`src/rtl/imem_ctrl_pkg.sv`:
```
// Shared types and helpers for the instruction-memory boot loader / arbiter.
package imem_ctrl_pkg;

    localparam int DEFAULT_ADDR_W = 14;

    typedef enum logic [1:0] {
        ST_HDR,
        ST_LOAD,
        ST_RUN,
        ST_ERR
    } state_e;

    // Byte address to word address; callers truncate to their ADDR_W, which wraps.
    function automatic logic [31:0] byte_to_word(input logic [31:0] byte_addr);
        return byte_addr >> 2;
    endfunction

endpackage

```
`src/rtl/rx_word_packer.sv`:
```
// Byte-stream handshake that assembles little-endian 32-bit words.
module rx_word_packer (
    input  logic        clk,
    input  logic        rst,
    input  logic        accept_en_i,
    input  logic        rx_valid_i,
    input  logic [7:0]  rx_data_i,
    output logic        rx_ready_o,
    output logic        word_valid_o,
    output logic [31:0] word_o
);

    logic [1:0]  byte_cnt_q, byte_cnt_d;
    logic [23:0] buf_q, buf_d;
    logic        fire;

    assign rx_ready_o   = accept_en_i && !rst;
    assign fire         = rx_valid_i && rx_ready_o;
    assign word_valid_o = fire && (byte_cnt_q == 2'd3);
    // The 4th byte is forwarded straight through so the word is usable on its handshake.
    assign word_o       = {rx_data_i, buf_q};

    // NOTE: every always_comb output gets a default first so no latch is inferred.
    always_comb begin
        byte_cnt_d = byte_cnt_q;
        buf_d      = buf_q;
        if (fire) begin
            byte_cnt_d = byte_cnt_q + 2'd1;
            case (byte_cnt_q)
                2'd0:    buf_d[7:0]   = rx_data_i;
                2'd1:    buf_d[15:8]  = rx_data_i;
                2'd2:    buf_d[23:16] = rx_data_i;
                default: ;
            endcase
        end
    end

    // NOTE: sequential state uses non-blocking assignments only.
    always_ff @(posedge clk) begin
        if (rst) begin
            byte_cnt_q <= '0;
            buf_q      <= '0;
        end else begin
            byte_cnt_q <= byte_cnt_d;
            buf_q      <= buf_d;
        end
    end

endmodule

```
`src/rtl/imem_ctrl.sv`:
```
// Instruction BRAM boot loader (byte-stream program load) and fetch/data read-port arbiter.
module imem_ctrl
    import imem_ctrl_pkg::*;
#(
    parameter int ADDR_W = DEFAULT_ADDR_W
) (
    input  logic              clk,
    input  logic              rst,
    input  logic              rx_valid,
    input  logic [7:0]        rx_data,
    output logic              rx_ready,
    output logic              core_run,
    output logic              load_err,
    input  logic              fetch_req,
    input  logic [31:0]       fetch_addr,
    output logic              fetch_grant,
    output logic              fetch_valid,
    output logic [31:0]       fetch_rdata,
    input  logic              d_req,
    input  logic [31:0]       d_addr,
    output logic              d_ready,
    output logic              d_rvalid,
    output logic [31:0]       d_rdata,
    output logic [ADDR_W-1:0] mem_addr,
    output logic              mem_we,
    output logic [31:0]       mem_wdata,
    input  logic [31:0]       mem_rdata
);

    localparam int unsigned   MAX_WORDS = 2 ** ADDR_W;
    localparam logic [ADDR_W:0] CNT_ONE = {{ADDR_W{1'b0}}, 1'b1};

    state_e              state_q, state_d;
    logic [ADDR_W:0]     word_cnt_q, word_cnt_d;
    logic [ADDR_W:0]     n_q, n_d;
    logic [ADDR_W-1:0]   wr_addr_q, wr_addr_d;
    logic [31:0]         wdata_q, wdata_d;
    logic                mem_we_q, mem_we_d;
    logic                core_run_q, load_err_q;
    logic                last_d_q, last_fetch_denied_q;
    logic                fetch_valid_q, d_rvalid_q;

    logic                accept_en, word_valid, run;
    logic [31:0]         rx_word;

    assign accept_en = (state_q == ST_HDR) || (state_q == ST_LOAD);
    assign run       = (state_q == ST_RUN);

    rx_word_packer u_packer (
        .clk          (clk),
        .rst          (rst),
        .accept_en_i  (accept_en),
        .rx_valid_i   (rx_valid),
        .rx_data_i    (rx_data),
        .rx_ready_o   (rx_ready),
        .word_valid_o (word_valid),
        .word_o       (rx_word)
    );

    always_comb begin
        state_d    = state_q;
        word_cnt_d = word_cnt_q;
        n_d        = n_q;
        wr_addr_d  = wr_addr_q;
        wdata_d    = wdata_q;
        mem_we_d   = 1'b0;
        case (state_q)
            ST_HDR: begin
                if (word_valid) begin
                    word_cnt_d = '0;
                    if (rx_word == 32'd0) begin
                        state_d = ST_RUN;
                    end else if (rx_word > MAX_WORDS) begin
                        state_d = ST_ERR;
                    end else begin
                        n_d     = rx_word[ADDR_W:0];
                        state_d = ST_LOAD;
                    end
                end
            end
            ST_LOAD: begin
                if (word_valid) begin
                    mem_we_d   = 1'b1;
                    wr_addr_d  = word_cnt_q[ADDR_W-1:0];
                    wdata_d    = rx_word;
                    word_cnt_d = word_cnt_q + CNT_ONE;
                end else if (mem_we_q && (word_cnt_q == n_q)) begin
                    // Leave only after the last write has been presented to the BRAM.
                    state_d = ST_RUN;
                end
            end
            default: ;
        endcase
    end

    // Data wins unless it won last cycle while fetch was refused, so fetch never waits twice.
    assign d_ready     = run && d_req && !(last_d_q && last_fetch_denied_q);
    assign fetch_grant = run && fetch_req && !d_ready;

    always_comb begin
        mem_addr = '0;
        if (state_q == ST_LOAD) begin
            mem_addr = wr_addr_q;
        end else if (run) begin
            mem_addr = d_ready ? ADDR_W'(byte_to_word(d_addr))
                               : ADDR_W'(byte_to_word(fetch_addr));
        end
    end

    assign mem_we      = mem_we_q;
    assign mem_wdata   = wdata_q;
    assign core_run    = core_run_q;
    assign load_err    = load_err_q;
    assign fetch_valid = fetch_valid_q;
    assign d_rvalid    = d_rvalid_q;
    assign fetch_rdata = mem_rdata;
    assign d_rdata     = mem_rdata;

    always_ff @(posedge clk) begin
        if (rst) begin
            state_q             <= ST_HDR;
            word_cnt_q          <= '0;
            n_q                 <= '0;
            wr_addr_q           <= '0;
            wdata_q             <= '0;
            mem_we_q            <= 1'b0;
            core_run_q          <= 1'b0;
            load_err_q          <= 1'b0;
            last_d_q            <= 1'b0;
            last_fetch_denied_q <= 1'b0;
            fetch_valid_q       <= 1'b0;
            d_rvalid_q          <= 1'b0;
        end else begin
            state_q             <= state_d;
            word_cnt_q          <= word_cnt_d;
            n_q                 <= n_d;
            wr_addr_q           <= wr_addr_d;
            wdata_q             <= wdata_d;
            mem_we_q            <= mem_we_d;
            core_run_q          <= (state_d == ST_RUN);
            load_err_q          <= (state_d == ST_ERR);
            last_d_q            <= d_ready;
            last_fetch_denied_q <= run && fetch_req && !fetch_grant;
            fetch_valid_q       <= fetch_grant;
            d_rvalid_q          <= d_ready;
        end
    end

endmodule
```
`config.mk`:
```
export PLATFORM = sky130hd
export DESIGN_NAME = imem_ctrl
export DESIGN_NICKNAME = d
export VERILOG_FILES = /design/src/rtl/imem_ctrl_pkg.sv /design/src/rtl/rx_word_packer.sv /design/src/rtl/imem_ctrl.sv
export SDC_FILE = /design/constraint.sdc
export NUM_CORES = 1
export LEC_CHECK = 0
export CAP_MARGIN = 20
export CORE_MARGIN = 1
export CORE_UTILIZATION = 43
export DETAILED_ROUTE_END_ITERATION = 10
export PLACE_DENSITY_LB_ADDON = 0.08
export SLEW_MARGIN = 10
export SYNTH_ARGS = -nofsm -noshare
export SYNTH_HDL_FRONTEND = slang
export SYNTH_SLANG_ARGS = --single-unit
```
`constraint.sdc`:
```
create_clock -name clk -period 2.2 [get_ports clk]
set_input_delay 0.55 -clock clk [delete_from_list [all_inputs] [get_ports clk]]
set_output_delay 0.55 -clock clk [all_outputs]
set_load 0.005 [all_outputs]
```
# --- Word-level counts from Yosys, hierarchy flattened ---
# Index checks and enable logic that the tools add are counted.
classes:
  magnitude_cmp: 1
  n_div: 0
  reduce_logical: 26
  shifts: 0
  n_bitwise: 3
  n_eq_ne: 10
  n_addsub: 2
  mul: 0
  mux: 13
ops:
  columns: ["op", "count"]
  rows:
  - ["14-bit 2-to-1 mux", 3]
  - ["32-bit by 15-bit greater-than comparator with 1-bit output, second input constant", 1]
  - ["32-bit zero test", 1]
  - ["15-bit 2-to-1 mux", 2]
  - ["15-bit one-hot mux with 2 select lines", 1]
  - ["15-bit by 1-bit adder with 15-bit output, second input constant", 1]
  - ["15-bit == test", 1]
  - ["2-bit == test, second input constant", 5]
  - ["1-bit logical AND", 10]
  - ["2-bit 2-to-1 mux", 5]
  - ["2-bit AND reduction", 4]
  - ["2-bit by 1-bit == test with 1-bit output, second input constant", 2]
  - ["1-bit zero test", 4]
  - ["2-bit zero test", 2]
  - ["2-bit by 1-bit != test with 1-bit output, second input constant", 2]
  - ["2-bit one-hot mux with 2 select lines", 1]
  - ["4-bit AND reduction", 1]
  - ["1-bit inverter", 3]
  - ["3-bit AND reduction", 1]
  - ["2-bit by 1-bit adder with 2-bit output, second input constant", 1]
  - ["2-bit nonzero test", 1]
  - ["2-bit OR reduction", 1]
  - ["1-bit logical OR", 1]
  - ["1-bit 2-to-1 mux", 1]
word_totals:
  romBits: 0
  ff_bits: 110
  n_memories: 0
  latchBits: 0
  mem_bits_rw: 0
  inputBits: 109
  out_inout_bits: 118
  elab_cells: 70

# --- Longest topological paths before layout ---
depth:
  ltp_word: 8
  ltp_mapped: 8
  depth_no_buf: 6

# --- Hierarchy ---
# From an unflattened synthesis, not the netlist that was laid out.
unflattened:
  cells_unflattened: 662
  hier_area_um2: 5472.7
by_module_without_submodules:
  columns: ["mod", "cells_per_inst", "seq_area_each_um2", "n_inst", "area_per_inst_um2"]
  rows:
  - ["imem_ctrl", 546, 1681.6, 1, 4225.3]
  - ["rx_word_packer", 116, 520.5, 1, 1247.4]

# --- Least setup slack after synthesis ---
# Ideal clock, no wire load.
synth_path:
  path_type: "input to output"
  from: "input d_req"
  to: "output mem_addr[10]"
  stages: 5
  slack_ps: 283
  t_arrival_ps: 1367
  t_required_ps: 1650
  n_path_buf: 2
  cell_sequence: "and2_1 -> buf_2 -> buf_2 -> mux2i_1 -> o21ai_0"
synth_via:
  elab_chain_cells: 5
synth_rtl:
  columns: ["element", "line", "text"]
  rows:
  - ["start, declared", "imem_ctrl.sv:19", "input logic d_req,"]
  - ["1-bit logical AND (2 in a row)", "imem_ctrl.sv:97", "assign d_ready = run && d_req && !(last_d_q && last_fetch_denied_q);"]
  - ["14-bit 2-to-1 mux", "imem_ctrl.sv:105", "mem_addr = d_ready ? ADDR_W'(byte_to_word(d_addr))"]
  - ["14-bit 2-to-1 mux", "imem_ctrl.sv:104", "end else if (run) begin"]
  - ["14-bit 2-to-1 mux", "imem_ctrl.sv:102", "if (state_q == ST_LOAD) begin"]
  - ["end, declared", "imem_ctrl.sv:24", "output logic [ADDR_W-1:0] mem_addr,"]
# No other way between the ends.

# --- Worst setup path after layout ---
layout_path:
  from: "input d_req"
  to: "output mem_addr[9]"
# The elaborated chain is that of the path after synthesis.

==> results.yml <==
finish:
  syn2layout_area_growth_pct: 19.6
  final_area_um2: 6330
  final_core_util_pct: 52.7
  nNetsFinal: 808
  n_antenna_cell: 0
  drive_gt1_share_pct: 10.6
  fillers: 1165
grt:
  grt_use_total_pct: 21.2
  met1_usage_pct: 25.9
  grt_antenna_before_repair: 0
  use_met3_pct: 4.28
  met2_usage_pct: 35.8
  grt-busiest-layer: "met2"
  grt_max_degree: 59
  gr-total-overflow: 0
  grt_pass1_wl_um: 21400
  grt_pass1_vias: 4420
power_and_ir_drop:
  p_sw_share_pct: 22.1
  ir_drop_mv: 0.351
  intPower_uw: 3210
  p_switching_uw: 912
  p_leak_uw: 0.00227
  pwr-share-comb_pct: 8.7
  seqPwrFrac_pct: 49.3
  clkPwrFrac_pct: 42.0
  power.density_nw_per_um2: 651
placed_design:
  place_hpwl_um: 9290
  gp_congestion: 0.817
  place_area_um2: 6010
  port_buffers: 94
logic_synthesis:
  synth_ff_type: "dfxtp_1"
  syn_inst: 659
  synth-seq-cells: 110
  syn_avg_cell_area_um2: 8.04
  synth_area_leaders: "dfxtp_1 (42%), nand2_1 (11%), buf_4 (9.5%)"
  synth_top_area_share_pct: 41.6
  ys_types: 48
  synth.most_common_cell: "nand2_1"
  yosys.area.top_type: "dfxtp_1"
  yosysWarnings: 0
  yosysSeqAreaShare_pct: 41.6
  synth-edff-count: 0
  syn-num-nets: 773
  async_flop_share_pct: 0
  synthTopCellsByCount: "nand2_1 (151), dfxtp_1 (110), a21oi_1 (91), buf_4 (67), o21ai_0 (31)"
  syn_area_um2: 5300
clock_tree:
  clk_pin_slew_ps: 70
  cts_tree: "yes"
  clock_sinks: 110
  cts_buffers: 9
  postCtsHoldBufs: 0
  worst_skew_pair.late_latency_ps: 350
  htreeDepth: 3
  ctsLongestPathBuffers: 2
  cts-root-buf: "clkbuf_16"
hold_path:
  hold_start: "mem_wdata[24]"
  min_path_cells: 2
  hold_path_end: "mem_wdata[24]"
  hold_class: "reg2reg"
timing:
  slew_viol_final: 0
  worst_pin_slew_ps: 584
  max_freq_mhz: 463
  hold_violations: 0
  fin_crit_ps: 2160
  setup_viol: 0
  maxSlewHeadroom_pct: 60.7
  rsz0062_at_grt: "false"
  fin_crit_sh_pct: 98.1
  fin_skew_ps: 9.27
  tns_ps: 0
worst_setup_path:
  r2r_cells: 6
  rrSetupSlack_ps: 250
  r2r_start: "u_packer.buf_q[13]"
  path_class: "in2out"
  cp-start-kind: "input port"
  cp.arrival_ps: 1610
  path_max_fanout: 7
  reg2reg_to: "load_err"
  worstPathRequired_ps: 1650
  end_kind: "output pin"
die:
  core_area_um2: 12000
  ios: 227
  dieArea_um2: 12800
  start_util_pct: 44.1
  rows: 40
  die_y_um: 113
  die_w_um: 113
flow_run:
  drv_cap: 0
drt:
  vias: 4448
  dr.pass1.iters: 4
  drt_iter0_drc: 181
  finalWirelength_um: 13000
  drc_errors: 0
  vias_per_cell: 5.26
  wl_per_cell_um: 15.4
  ant_nets: 0
status:
  status: "completed"
-- logic make-up (layout without fill, tap and decap cells) --
logic type / after synthesis / count (layout) / synth area share, %
AO/OA/AOI/OAI: 144 / 144 / 14.3
multiplexers: 24 / 24 / 4.87
AND/OR/NAND/NOR: 244 / 244 / 21.5
XOR/XNOR: 18 / 18 / 2.98
adder cells (fa/ha/maj): 5 / 5 / 1.18
flip-flops: 110 / 110 / 41.6
buffers and inverters: 114 / 153 / 13.7
-- per-layer routing --
layer	share of wire, %	vias to the layer above
li1	-	2234
met1	45	2094
met2	50	105
met3	4.0	15
met4	1.5	0
met5	0	-
-- through the flow --
stage,worst slack (ps),hold slack (ps),instances,total power [µW]
2_1_floorplan,283,437,659,2380
3_3_place_gp,-475,445,827,2420
3_5_place_dp,-525,446,827,2430
4_1_cts,-40.7,456,845,4160
5_1_grt,3.39,478,845,4280
6_report,42.0,454,845,4120
-- flip-flops by register name, summed over array words and instances, names as in the netlist, named ones only --
signal,flops
mem_wdata,32
u_packer.buf_q,24
n_q,15
word_cnt_q,15
wr_addr_q,14
u_packer.byte_cnt_q,2
core_run,1
d_rvalid,1
fetch_valid,1
last_fetch_denied_q,1
load_err,1
mem_we,1
state_q,1
-- worst max path at each step --
stage / startpoint / endpoint / slack, ps / cells past startpoint
5_1_grt: d_req / mem_addr[2] / 3 / 6
3_3_place_gp: d_req / mem_addr[11] / -480 / 6
3_5_place_dp: d_req / mem_addr[7] / -520 / 6
4_1_cts: d_req / mem_addr[7] / -40 / 7
2_1_floorplan: d_req / mem_addr[10] / 280 / 5
6_report: d_req / mem_addr[9] / 40 / 7
-- layout make-up --
| cell class | instances | area [µm²] | area share [%] |
|---|---|---|---|
| repair buffers | 133 | 1220 | 19.3 |
| clock inverters | 3 | 68.8 | 1.09 |
| flip-flops and latches | 110 | 2200 | 34.8 |
| inverters | 5 | 18.8 | 0.296 |
| clock buffers | 12 | 246 | 3.89 |
| multi-input cells | 435 | 2390 | 37.7 |
| well taps | 147 | 184 | 2.90 |
-- placed cells by master, fill, tap and decap left out, drive strengths merged, types with 2 or more instances in the layout --
cell type,netlist,routed
clkbuf,17,12
dfxtp,110,110
a22o,2,2
nand2b,3,3
mux2i,23,23
xor2,2,2
xnor2,16,16
a21oi,91,91
nor2b,2,2
clkdlybuf4s50,0,77
nand2,151,151
and4,3,3
nand4b,3,3
inv,5,5
a31oi,3,3
buf,92,46
nand4,20,20
and2,3,3
nand3,7,7
dlygate4sd2,0,9
and3,7,7
ha,5,5
nor4,10,10
o21ai,41,41
bufinv,0,2
nor3,5,5
nor2,25,25
-- timing repair --
| item | in CTS | in global routing |
|---|---|---|
| cloned | 0 | 0 |
| endpoints found under the setup margin | 16 | 7 |
| setup buffers | 3 | 0 |
| pin swaps | 2 | 3 |
| gates resized for setup | 43 | 6 |
-- power groups by stage --
stage,logic (µW),clock network [µW],registers [µW]
final,361,1730,2030
after global routing,393,1860,2030
after CTS,358,1770,2030
after detailed placement,352,0,2080
after global placement,343,0,2080
after floorplan,310,0,2070
-- worst max-delay path, stage by stage --
cell	delay (ps)
dlygate4sd2_1	240
and2_4	150
buf_12	130
buf_4	130
mux2i_2	190
o21ai_1	90
buf_2	130
Note: power is estimated with default switching activity, not from simulation.
